$ cat src/rtl/self_test_sequencer_if.sv
// Memory read port shared between the self-test sequencer and the data-memory/ROM side.
// The sequencer drives the address and port-ownership select; memory and ROM return data one cycle later.
interface self_test_sequencer_if #(
  parameter int DATA_W = 16,
  parameter int ADDR_W = 8
);
  logic [ADDR_W-1:0] mem_addr;
  logic              mem_sel;
  logic [DATA_W-1:0] mem_rdata;
  logic [DATA_W-1:0] exp_rdata;

  modport master (output mem_addr, output mem_sel, input mem_rdata, input exp_rdata);
  modport slave  (input mem_addr, input mem_sel, output mem_rdata, output exp_rdata);
endinterface

$ cat src/rtl/self_test_sequencer.sv
// On-board self-test: image check, CPU run until HALT edge, PC and result-word check.
// Define TIMEOUT_EN to add a MAX_CYCLES halt timeout (fail code 4).
module self_test_sequencer #(
  parameter int                DATA_W        = 16,
  parameter int                ADDR_W        = 8,
  parameter int                PC_W          = 9,
  parameter int                CHECK_WORDS   = 22,
  parameter logic [ADDR_W-1:0] RESULT_ADDR   = 8'h14,
  parameter logic [DATA_W-1:0] EXPECT_RESULT = 16'd900,
  parameter logic [PC_W-1:0]   EXPECT_PC     = 9'hF,
  parameter int                MAX_CYCLES    = 4096
) (
  input  logic                  CLOCK_50,
  input  logic                  reset_n,
  input  logic                  start,
  input  logic                  halt,
  input  logic [PC_W-1:0]       pc,
  self_test_sequencer_if.master mem_if,
  output logic                  cpu_reset_n,
  output logic                  busy,
  output logic                  done,
  output logic                  pass,
  output logic [2:0]            fail_code,
  output logic [ADDR_W-1:0]     fail_addr
);

  localparam logic [2:0] FC_NONE    = 3'd0;
  localparam logic [2:0] FC_IMAGE   = 3'd1;
  localparam logic [2:0] FC_PC      = 3'd2;
  localparam logic [2:0] FC_RESULT  = 3'd3;
  localparam logic [2:0] FC_TIMEOUT = 3'd4;
  localparam logic [ADDR_W-1:0] LAST_ADDR = ADDR_W'(CHECK_WORDS - 1);

  typedef enum logic [3:0] {
    IDLE, IMG_RD, IMG_CMP, RUN, WAIT_HALT, RES_RD, RES_CMP, PASS, FAIL
  } state_t;

  state_t            state_q;
  logic [ADDR_W-1:0] mem_addr_q;
  logic              mem_sel_q;
  logic              cpu_reset_n_q;
  logic              busy_q;
  logic              done_q;
  logic              pass_q;
  logic [2:0]        fail_code_q;
  logic [ADDR_W-1:0] fail_addr_q;
  logic              halt_q;
  logic              halt_edge;
  logic              timeout;

  assign halt_edge = halt & ~halt_q;

`ifdef TIMEOUT_EN
  localparam int CNT_W = $clog2(MAX_CYCLES) + 1;
  logic [CNT_W-1:0] cyc_q;
  logic [CNT_W-1:0] cyc_d;

  assign cyc_d   = cyc_q + 1'b1;
  assign timeout = (cyc_d == CNT_W'(MAX_CYCLES));

  always_ff @(posedge CLOCK_50 or negedge reset_n) begin
    if (!reset_n) begin
      cyc_q <= '0;
    end else if (state_q == RUN) begin
      cyc_q <= '0;
    end else if (state_q == WAIT_HALT) begin
      cyc_q <= cyc_d;
    end
  end
`else
  assign timeout = 1'b0;
  // MAX_CYCLES has no effect unless the timeout is built in.
  if (MAX_CYCLES < 1) begin : g_max_cycles_unused
  end
`endif

  always_ff @(posedge CLOCK_50 or negedge reset_n) begin
    if (!reset_n) begin
      state_q       <= IDLE;
      mem_addr_q    <= '0;
      mem_sel_q     <= 1'b1;
      cpu_reset_n_q <= 1'b0;
      busy_q        <= 1'b0;
      done_q        <= 1'b0;
      pass_q        <= 1'b0;
      fail_code_q   <= FC_NONE;
      fail_addr_q   <= '0;
      halt_q        <= 1'b0;
    end else begin
      case (state_q)
        IDLE, PASS, FAIL: begin
          if (start) begin
            state_q       <= IMG_RD;
            mem_addr_q    <= '0;
            mem_sel_q     <= 1'b1;
            cpu_reset_n_q <= 1'b0;
            busy_q        <= 1'b1;
            done_q        <= 1'b0;
            pass_q        <= 1'b0;
            fail_code_q   <= FC_NONE;
            fail_addr_q   <= '0;
          end
        end
        IMG_RD: state_q <= IMG_CMP;
        IMG_CMP: begin
          // Case inequality so an X/Z word from memory counts as a mismatch.
          if (mem_if.mem_rdata !== mem_if.exp_rdata) begin
            state_q     <= FAIL;
            fail_code_q <= FC_IMAGE;
            fail_addr_q <= mem_addr_q;
            busy_q      <= 1'b0;
            done_q      <= 1'b1;
          end else if (mem_addr_q == LAST_ADDR) begin
            state_q   <= RUN;
            mem_sel_q <= 1'b0;
          end else begin
            state_q    <= IMG_RD;
            mem_addr_q <= mem_addr_q + 1'b1;
          end
        end
        RUN: begin
          halt_q        <= halt;
          cpu_reset_n_q <= 1'b1;
          state_q       <= WAIT_HALT;
        end
        WAIT_HALT: begin
          halt_q <= halt;
          if (halt_edge) begin
            mem_sel_q <= 1'b1;
            if (pc != EXPECT_PC) begin
              state_q     <= FAIL;
              fail_code_q <= FC_PC;
              busy_q      <= 1'b0;
              done_q      <= 1'b1;
            end else begin
              state_q    <= RES_RD;
              mem_addr_q <= RESULT_ADDR;
            end
          end else if (timeout) begin
            state_q       <= FAIL;
            fail_code_q   <= FC_TIMEOUT;
            mem_sel_q     <= 1'b1;
            cpu_reset_n_q <= 1'b0;
            busy_q        <= 1'b0;
            done_q        <= 1'b1;
          end
        end
        RES_RD: state_q <= RES_CMP;
        RES_CMP: begin
          busy_q <= 1'b0;
          done_q <= 1'b1;
          if (mem_if.mem_rdata === EXPECT_RESULT) begin
            state_q <= PASS;
            pass_q  <= 1'b1;
          end else begin
            state_q     <= FAIL;
            fail_code_q <= FC_RESULT;
            fail_addr_q <= RESULT_ADDR;
          end
        end
        default: state_q <= IDLE;
      endcase
    end
  end

  assign mem_if.mem_addr = mem_addr_q;
  assign mem_if.mem_sel  = mem_sel_q;
  assign cpu_reset_n     = cpu_reset_n_q;
  assign busy            = busy_q;
  assign done            = done_q;
  assign pass            = pass_q;
  assign fail_code       = fail_code_q;
  assign fail_addr       = fail_addr_q;

endmodule
$ cat src/flat_wrapper.sv
// flat-port wrapper written by rule: the top's interface ports become plain ports
module self_test_sequencer_flat 
#(
  parameter int                DATA_W        = 16,
  parameter int                ADDR_W        = 8,
  parameter int                PC_W          = 9,
  parameter int                CHECK_WORDS   = 22,
  parameter logic [ADDR_W-1:0] RESULT_ADDR   = 8'h14,
  parameter logic [DATA_W-1:0] EXPECT_RESULT = 16'd900,
  parameter logic [PC_W-1:0]   EXPECT_PC     = 9'hF,
  parameter int                MAX_CYCLES    = 4096
)
  (CLOCK_50, reset_n, start, halt, pc, cpu_reset_n, busy, done, pass, fail_code, fail_addr, mem_if_mem_addr, mem_if_mem_sel, mem_if_mem_rdata, mem_if_exp_rdata);
  self_test_sequencer_if #(.DATA_W(DATA_W), .ADDR_W(ADDR_W)) mem_if_i ();
  input  logic CLOCK_50;
  input  logic reset_n;
  input  logic start;
  input  logic halt;
  input  logic [PC_W-1:0] pc;
  output logic cpu_reset_n;
  output logic busy;
  output logic done;
  output logic pass;
  output logic [2:0] fail_code;
  output logic [ADDR_W-1:0] fail_addr;
  output wire logic [$bits(mem_if_i.mem_addr)-1:0] mem_if_mem_addr;
  output wire logic [$bits(mem_if_i.mem_sel)-1:0] mem_if_mem_sel;
  input wire logic [$bits(mem_if_i.mem_rdata)-1:0] mem_if_mem_rdata;
  input wire logic [$bits(mem_if_i.exp_rdata)-1:0] mem_if_exp_rdata;
  assign mem_if_mem_addr = mem_if_i.mem_addr;
  assign mem_if_mem_sel = mem_if_i.mem_sel;
  assign mem_if_i.mem_rdata = mem_if_mem_rdata;
  assign mem_if_i.exp_rdata = mem_if_exp_rdata;
  self_test_sequencer #(.DATA_W(DATA_W), .ADDR_W(ADDR_W), .PC_W(PC_W), .CHECK_WORDS(CHECK_WORDS), .RESULT_ADDR(RESULT_ADDR), .EXPECT_RESULT(EXPECT_RESULT), .EXPECT_PC(EXPECT_PC), .MAX_CYCLES(MAX_CYCLES)) u_core (.CLOCK_50(CLOCK_50), .reset_n(reset_n), .start(start), .halt(halt), .pc(pc), .mem_if(mem_if_i), .cpu_reset_n(cpu_reset_n), .busy(busy), .done(done), .pass(pass), .fail_code(fail_code), .fail_addr(fail_addr));
endmodule
$ cat config.mk
export PLATFORM = sky130hd
export DESIGN_NAME = self_test_sequencer_flat
export DESIGN_NICKNAME = d
export VERILOG_FILES = /design/src/rtl/self_test_sequencer_if.sv /design/src/rtl/self_test_sequencer.sv /design/src/flat_wrapper.sv
export SDC_FILE = /design/constraint.sdc
export NUM_CORES = 1
export LEC_CHECK = 0
export ABC_AREA = 1
export CAP_MARGIN = 20
export CORE_ASPECT_RATIO = 1.2
export CORE_MARGIN = 3
export CORE_UTILIZATION = 50
export CTS_CLUSTER_DIAMETER = 100
export DETAILED_ROUTE_END_ITERATION = 6
export GPL_TIMING_DRIVEN = 0
export PLACE_DENSITY = 0.95
export SYNTH_ARGS = -nofsm -noshare
export SYNTH_HDL_FRONTEND = slang
export SYNTH_SLANG_ARGS = --single-unit
$ cat constraint.sdc
create_clock -name CLOCK_50 -period 4.3 [get_ports CLOCK_50]
set_input_delay 0.43 -clock CLOCK_50 [delete_from_list [all_inputs] [get_ports CLOCK_50]]
set_output_delay 0.43 -clock CLOCK_50 [all_outputs]
set_load 0.01 [all_outputs]
# Word-level counts from Yosys, hierarchy flattened
# Index checks and enable logic that the tools add are counted.
op_classes:
  add_sub_neg: 1
  multipliers: 0
  div_mod_pow: 0
  n_lt_le_gt_ge: 0
  eq_ne: 22
  shift: 0
  muxes: 39
  bitwise: 2
  n_reduce_logical: 16
ops:
  columns: ["op", "n"]
  rows:
  - ["2-to-1 mux 8 bit", 7]
  - ["case mux 8 bit (3 select lines)", 2]
  - ["case mux 4 bit (7 select lines)", 1]
  - ["2-to-1 mux 4 bit", 5]
  - ["== test 4 x 3 -> 1 bit, second input constant", 4]
  - ["case equality test 16 x 10 -> 1 bit, second input constant", 1]
  - ["!== test 16 bit", 1]
  - ["2-to-1 mux 3 bit", 5]
  - ["2-to-1 mux 1 bit", 12]
  - ["case mux 3 bit (4 select lines)", 1]
  - ["AND reduction 6 bit", 2]
  - ["!= test 2 x 1 -> 1 bit, second input constant", 5]
  - ["!= test 2 bit, second input constant", 5]
  - ["AND reduction 5 bit", 2]
  - ["!= test 9 x 4 -> 1 bit, second input constant", 1]
  - ["adder 8 x 1 -> 8 bit, second input constant", 1]
  - ["== test 4 x 2 -> 1 bit, second input constant", 2]
  - ["== test 8 x 5 -> 1 bit, second input constant", 1]
  - ["case mux 1 bit (4 select lines)", 2]
  - ["nonzero test 3 bit", 2]
  - ["== test 4 x 1 -> 1 bit, second input constant", 1]
  - ["== test 4 bit, second input constant", 1]
  - ["logical NOT 4 bit", 1]
  - ["case mux 1 bit (2 select lines)", 2]
  - ["11 further kinds", 13]
totals:
  regBits: 29
  latchBits: 0
  mem_bits_rw: 0
  mem_bits_ro: 0
  input_bits: 45
  out_inout_bits: 24
  word_cells: 90
  memories: 0

# Longest topological paths before layout
logic_depth:
  ltp_word: 4
  depth_mapped: 11
  ltp_nobuf: 11

# Worst setup path before layout
# Ideal clock, no wire load.
synth_path:
  kind: "input-to-reg"
  from: "input port mem_if_mem_rdata[2]"
  to: "register u_core.fail_code_q[0] (netlist: u_core.fail_code[0])"
  setup_time_ns: 0.117
  arrival_time_ns: 1.346
  required_time_ns: 4.183
  setup_slack_ns: 2.837
  stages: 10
  path_buffers: 1
  path_cell_list: "inv_1 nand2_1 nand2_1 nor2_1 nand2_1 nor2_1 nand3_1 buf_2 nand4_1 nand2_1"
synth_via:
  elab_chain_len: 3
  word_cells_on_any_way: 5
  classes_between: "4 x eq/ne; 1 x reduce/logical"
synth_rtl:
  columns: ["item", "line", "source"]
  rows:
  - ["from (decl)", "flat_wrapper.sv:28", "input wire logic [$bits(mem_if_i.mem_rdata)-1:0] mem_if_mem_rdata;"]
  - ["case equality test 16 x 10 -> 1 bit / !== test 16 bit (equally long branches)", "self_test_sequencer.sv:152, self_test_sequencer.sv:107", null]
  - ["!= test 2 bit (no source line) / != test 2 x 1 -> 1 bit (equally long branches)", null, null]
  - ["AND reduction 6 bit (no source line) (*)", null, null]
  - ["to (signal assigned)", "self_test_sequencer.sv:132", "fail_code_q <= FC_PC;"]
  - ["to (signal assigned)", "self_test_sequencer.sv:141", "fail_code_q <= FC_TIMEOUT;"]
  - ["to (signal assigned)", "self_test_sequencer.sv:157", "fail_code_q <= FC_RESULT;"]
  - ["to (decl)", "self_test_sequencer.sv:45", "logic [2:0] fail_code_q;"]
# Every way passes the cells marked *; elsewhere a longest branch is shown, timed or not.
# A chain may end at the register's enable or synchronous reset.

# Worst setup path in the final report
layout_path:
  from: "input port mem_if_mem_rdata[3]"
  to: "register u_core.fail_addr_q[2] (netlist: u_core.fail_addr[2])"
layout_via:
  elab_chain_len: 3
  word_cells_on_any_way: 5
  classes_between: "4 x eq/ne; 1 x reduce/logical"
layout_rtl:
  columns: ["item", "line", "source"]
  rows:
  - ["case equality test 16 x 10 -> 1 bit / !== test 16 bit (equally long branches)", "self_test_sequencer.sv:152, self_test_sequencer.sv:107", null]
  - ["!= test 2 bit (no source line) / != test 2 x 1 -> 1 bit (equally long branches)", null, null]
  - ["AND reduction 4 bit (no source line) (*)", null, null]
  - ["to (signal assigned)", "self_test_sequencer.sv:110", "fail_addr_q <= mem_addr_q;"]
  - ["to (decl)", "self_test_sequencer.sv:46", "logic [ADDR_W-1:0] fail_addr_q;"]
# Marked as above.

==> flow_summary.json <==
{
  "critical_path.reg2reg.startpoint": "u_core.state_q[0]",
  "post-cts-setup-buffer-count": 0,
  "reg2reg_to": "u_core.fail_addr[2]",
  "clock_tree.htree_level_count": 1,
  "setup-violations-final": 0,
  "period_utilization_post_route": 0.4696,
  "gp_congestion": 0.9062,
  "instances_no_fill": 460,
  "route.top_layer_used": "met4",
  "port_buffers": 67,
  "netlist.top_cell.by_area": "sky130_fd_sc_hd__dfrtp_1",
  "cp-start-kind": "input pin",
  "largest_net_degree_at_the_start_of_global_routing": 18,
  "netlist_instances": 334,
  "worst_skew_pair.late_latency_ns": 0.28,
  "buffer_type_at_the_clock_tree_root": "sky130_fd_sc_hd__clkbuf_8",
  "placed_cells": 456,
  "critical_path_arrival_ns": 2.20,
  "hpwl_after_dpl_um": 4209,
  "post_synth_num_cell_types": 29,
  "drt_first_pass_iters": 5,
  "insertedDiodeCount": 0,
  "die_w_um": 64.89,
  "r2r.worst_path.cells": 7,
  "core_mm2": 0.003973,
  "met3_wirelength_um": 375,
  "number_of_antenna_violations_at_the_first_check_in_global_routing": 0,
  "syn-cell-area_mm2": 0.002081,
  "critPathMaxFanout": 10,
  "synthTopCellsByArea": "sky130_fd_sc_hd__dfrtp_1 32%, sky130_fd_sc_hd__nand2_1 21%, sky130_fd_sc_hd__nor2_1 11%",
  "hold_path_depth": 2,
  "via_per_inst": 5.150,
  "cap_violations": 0,
  "routedLengthMet1_um": 2013,
  "drtIter0Drc": 168,
  "drc_errors": 0,
  "tritoncts_clock_tree": "done",
  "power.ir.vdd_worst_mv": 0.2341,
  "result_of_the_run": "finished, final reports clean",
  "global_route.usage.total": 0.2280,
  "post-route-cell-area_mm2": 0.002918,
  "worst-slew-pin-transition_ns": 0.6006,
  "drive_above_1_share": 0.07882,
  "power.static_leakage_nw": 1.524,
  "maximum_clock_skew_at_final_layout_ns": 0.004413,
  "placedInstanceArea_mm2": 0.002846,
  "netlist_top_cells_count": "116 x sky130_fd_sc_hd__nand2_1, 59 x sky130_fd_sc_hd__nor2_1, 46 x sky130_fd_sc_hd__inv_1",
  "rows": 25,
  "die_h_um": 76.67,
  "setup.worst_path.end_class": "flop",
  "antenna_violating_nets_post_route": 0,
  "synth_fp_nets": 381,
  "yosysMostFrequentCell": "sky130_fd_sc_hd__nand2_1",
  "final_net_count": 454,
  "initial_utilization": 0.5238,
  "postCtsResizedCells": 0,
  "cp_data_required_time_ns": 4.48,
  "r2r_setup_slk_ns": 2.43,
  "grt_overflow": 0,
  "synth-seq-cells": 28,
  "final_routed_wirelength_across_all_metal_layers_um": 5460,
  "netlist.area_leader.share": 0.3247,
  "via_count_of_the_first_global_routing_pass": 2334,
  "postSynth.topFlopCell": "sky130_fd_sc_hd__dfrtp_1",
  "design.portCount": 69,
  "slew_viol_final": 0,
  "avgSynthCellArea_um2": 6.230,
  "min_delay_worst_endpoint": "u_core.cpu_reset_n",
  "sum_of_negative_setup_slack_ns": 0,
  "power_density_mw_per_mm2": 411.2,
  "design_power_total_mw": 1.200,
  "hold_path.startpoint": "u_core.cpu_reset_n",
  "synth_enable_flop_cells": 0,
  "clock.fmax_mhz": 495.2,
  "cts_bufs_inserted": 3,
  "cts_sinks": 28,
  "critical_setup_path_class": "in -> reg",
  "detailroute.wirelength.met2_um": 2931,
  "unrepaired_setup_endpoints_after_global_routing": "false",
  "final_hold_vios": 0,
  "synth.yosys.seq_area_share": 0.3373,
  "ctsLongestPathBuffers": 2,
  "clock_slew_seen_by_the_registers_of_the_worst_setup_and_hold_paths_ns": 0.10,
  "vias": 2369,
  "fin_crit_ns": 2.019,
  "die_area_mm2": 0.004975,
  "postSynth.asyncResetShare": 1.000,
  "grt_first_pass_wirelength_um": 9246,
  "per_cell_routed_wire_length_um": 11.87,
  "synth_to_final_area_change_pct": 40.23,
  "timing.slew.headroom": 0.5983,
  "min_path_type": "reg -> reg",
  "layout.core_utilization": 0.7345,
  "cts_hold_buffers": 0,
  "yosysWarnings": 0
}
sequential cells by signal, summed over array words and instances (netlist names):
| name | count |
|---|---|
| u_core.fail_addr | 8 |
| u_core.mem_if.mem_addr | 8 |
| u_core.state_q | 4 |
| u_core.fail_code | 2 |
| u_core.busy | 1 |
| u_core.cpu_reset_n | 1 |
| u_core.done | 1 |
| u_core.halt_q | 1 |
| u_core.mem_if.mem_sel | 1 |
| u_core.pass | 1 |
cell type report:
type	instances	area, µm²
multi-input cells	248	1154
inverters	54	202.7
repair buffers	68	698.2
plain buffers	4	22.52
well taps	54	67.56
clock inverters	1	30.03
clock buffers	3	41.29
flip-flops and latches	28	701.9
fillers	310	1055
stage by stage:
stage               hold WS (ns)  setup WS [ns]
finish                    0.4759          2.281
global route              0.5062          2.113
global placement          0.4557          2.082
floorplan                 0.1344          2.837
detailed placement        0.4584          2.019
CTS                       0.4819          2.316
layer usage:
layer | up-vias | global-route usage
met3 | 29 | 0.03953
met5 | - | 0
met4 | 0 | 0.09514
met2 | 104 | 0.4340
met1 | 1060 | 0.2378
li1 | 1176 | -
worst max-delay path: stages:
cell and delay [ns]:
sky130_fd_sc_hd__clkdlybuf4s50_1 0.51, sky130_fd_sc_hd__inv_1 0.05, sky130_fd_sc_hd__nand2_1 0.05, sky130_fd_sc_hd__nand2_1 0.05
sky130_fd_sc_hd__nor2_1 0.07, sky130_fd_sc_hd__nand2_1 0.06, sky130_fd_sc_hd__nor2_1 0.21, sky130_fd_sc_hd__nand3_1 0.32
sky130_fd_sc_hd__buf_2 0.29, sky130_fd_sc_hd__nand4_1 0.09, sky130_fd_sc_hd__nand2_1 0.06
power by group:
part           total, mW  leakage [nW]  switching [mW]  internal, mW
Sequential         0.366         0.374          0.0530         0.313
Combinational      0.623          1.12           0.390         0.233
Clock              0.211        0.0357          0.0862         0.125
Total               1.20          1.52           0.530         0.670
logic make-up (layout without fill, tap and decap cells):
family,after synthesis,in the layout,synth area share
DFF,28,28,0.3373
buffers and inverters,58,130,0.1082
adders and majority gates,2,2,0.01202
xor gates and xnor gates,4,4,0.01684
and+or+nand+nor,227,227,0.4841
AOI/OAI and AO/OA,14,14,0.03969
other,1,1,0.001802
worst max-delay path by stage:
stage                               from             endpoint  slack, ns
detailed placement  mem_if_mem_rdata[12]  u_core.fail_addr[2]       2.02
finish               mem_if_mem_rdata[3]  u_core.fail_addr[2]       2.28
CTS                  mem_if_mem_rdata[6]  u_core.fail_addr[2]       2.32
floorplan            mem_if_mem_rdata[2]  u_core.fail_code[0]       2.84
global placement     mem_if_mem_rdata[4]  u_core.fail_addr[0]       2.08
global route         mem_if_mem_rdata[0]  u_core.fail_addr[5]       2.11
layout by cell type (no fill, tap or decap), drive strengths merged, types with 3 or more instances in the layout:
cell type and n:
nor2 62, o21ai 10, clkbuf 3, dfrtp 27, nand4 14, nand2 121
inv 54, clkdlybuf4s50 67, buf 5, nand3 22, xor2 4, nor3 5
(Power assumes the default switching activity.)
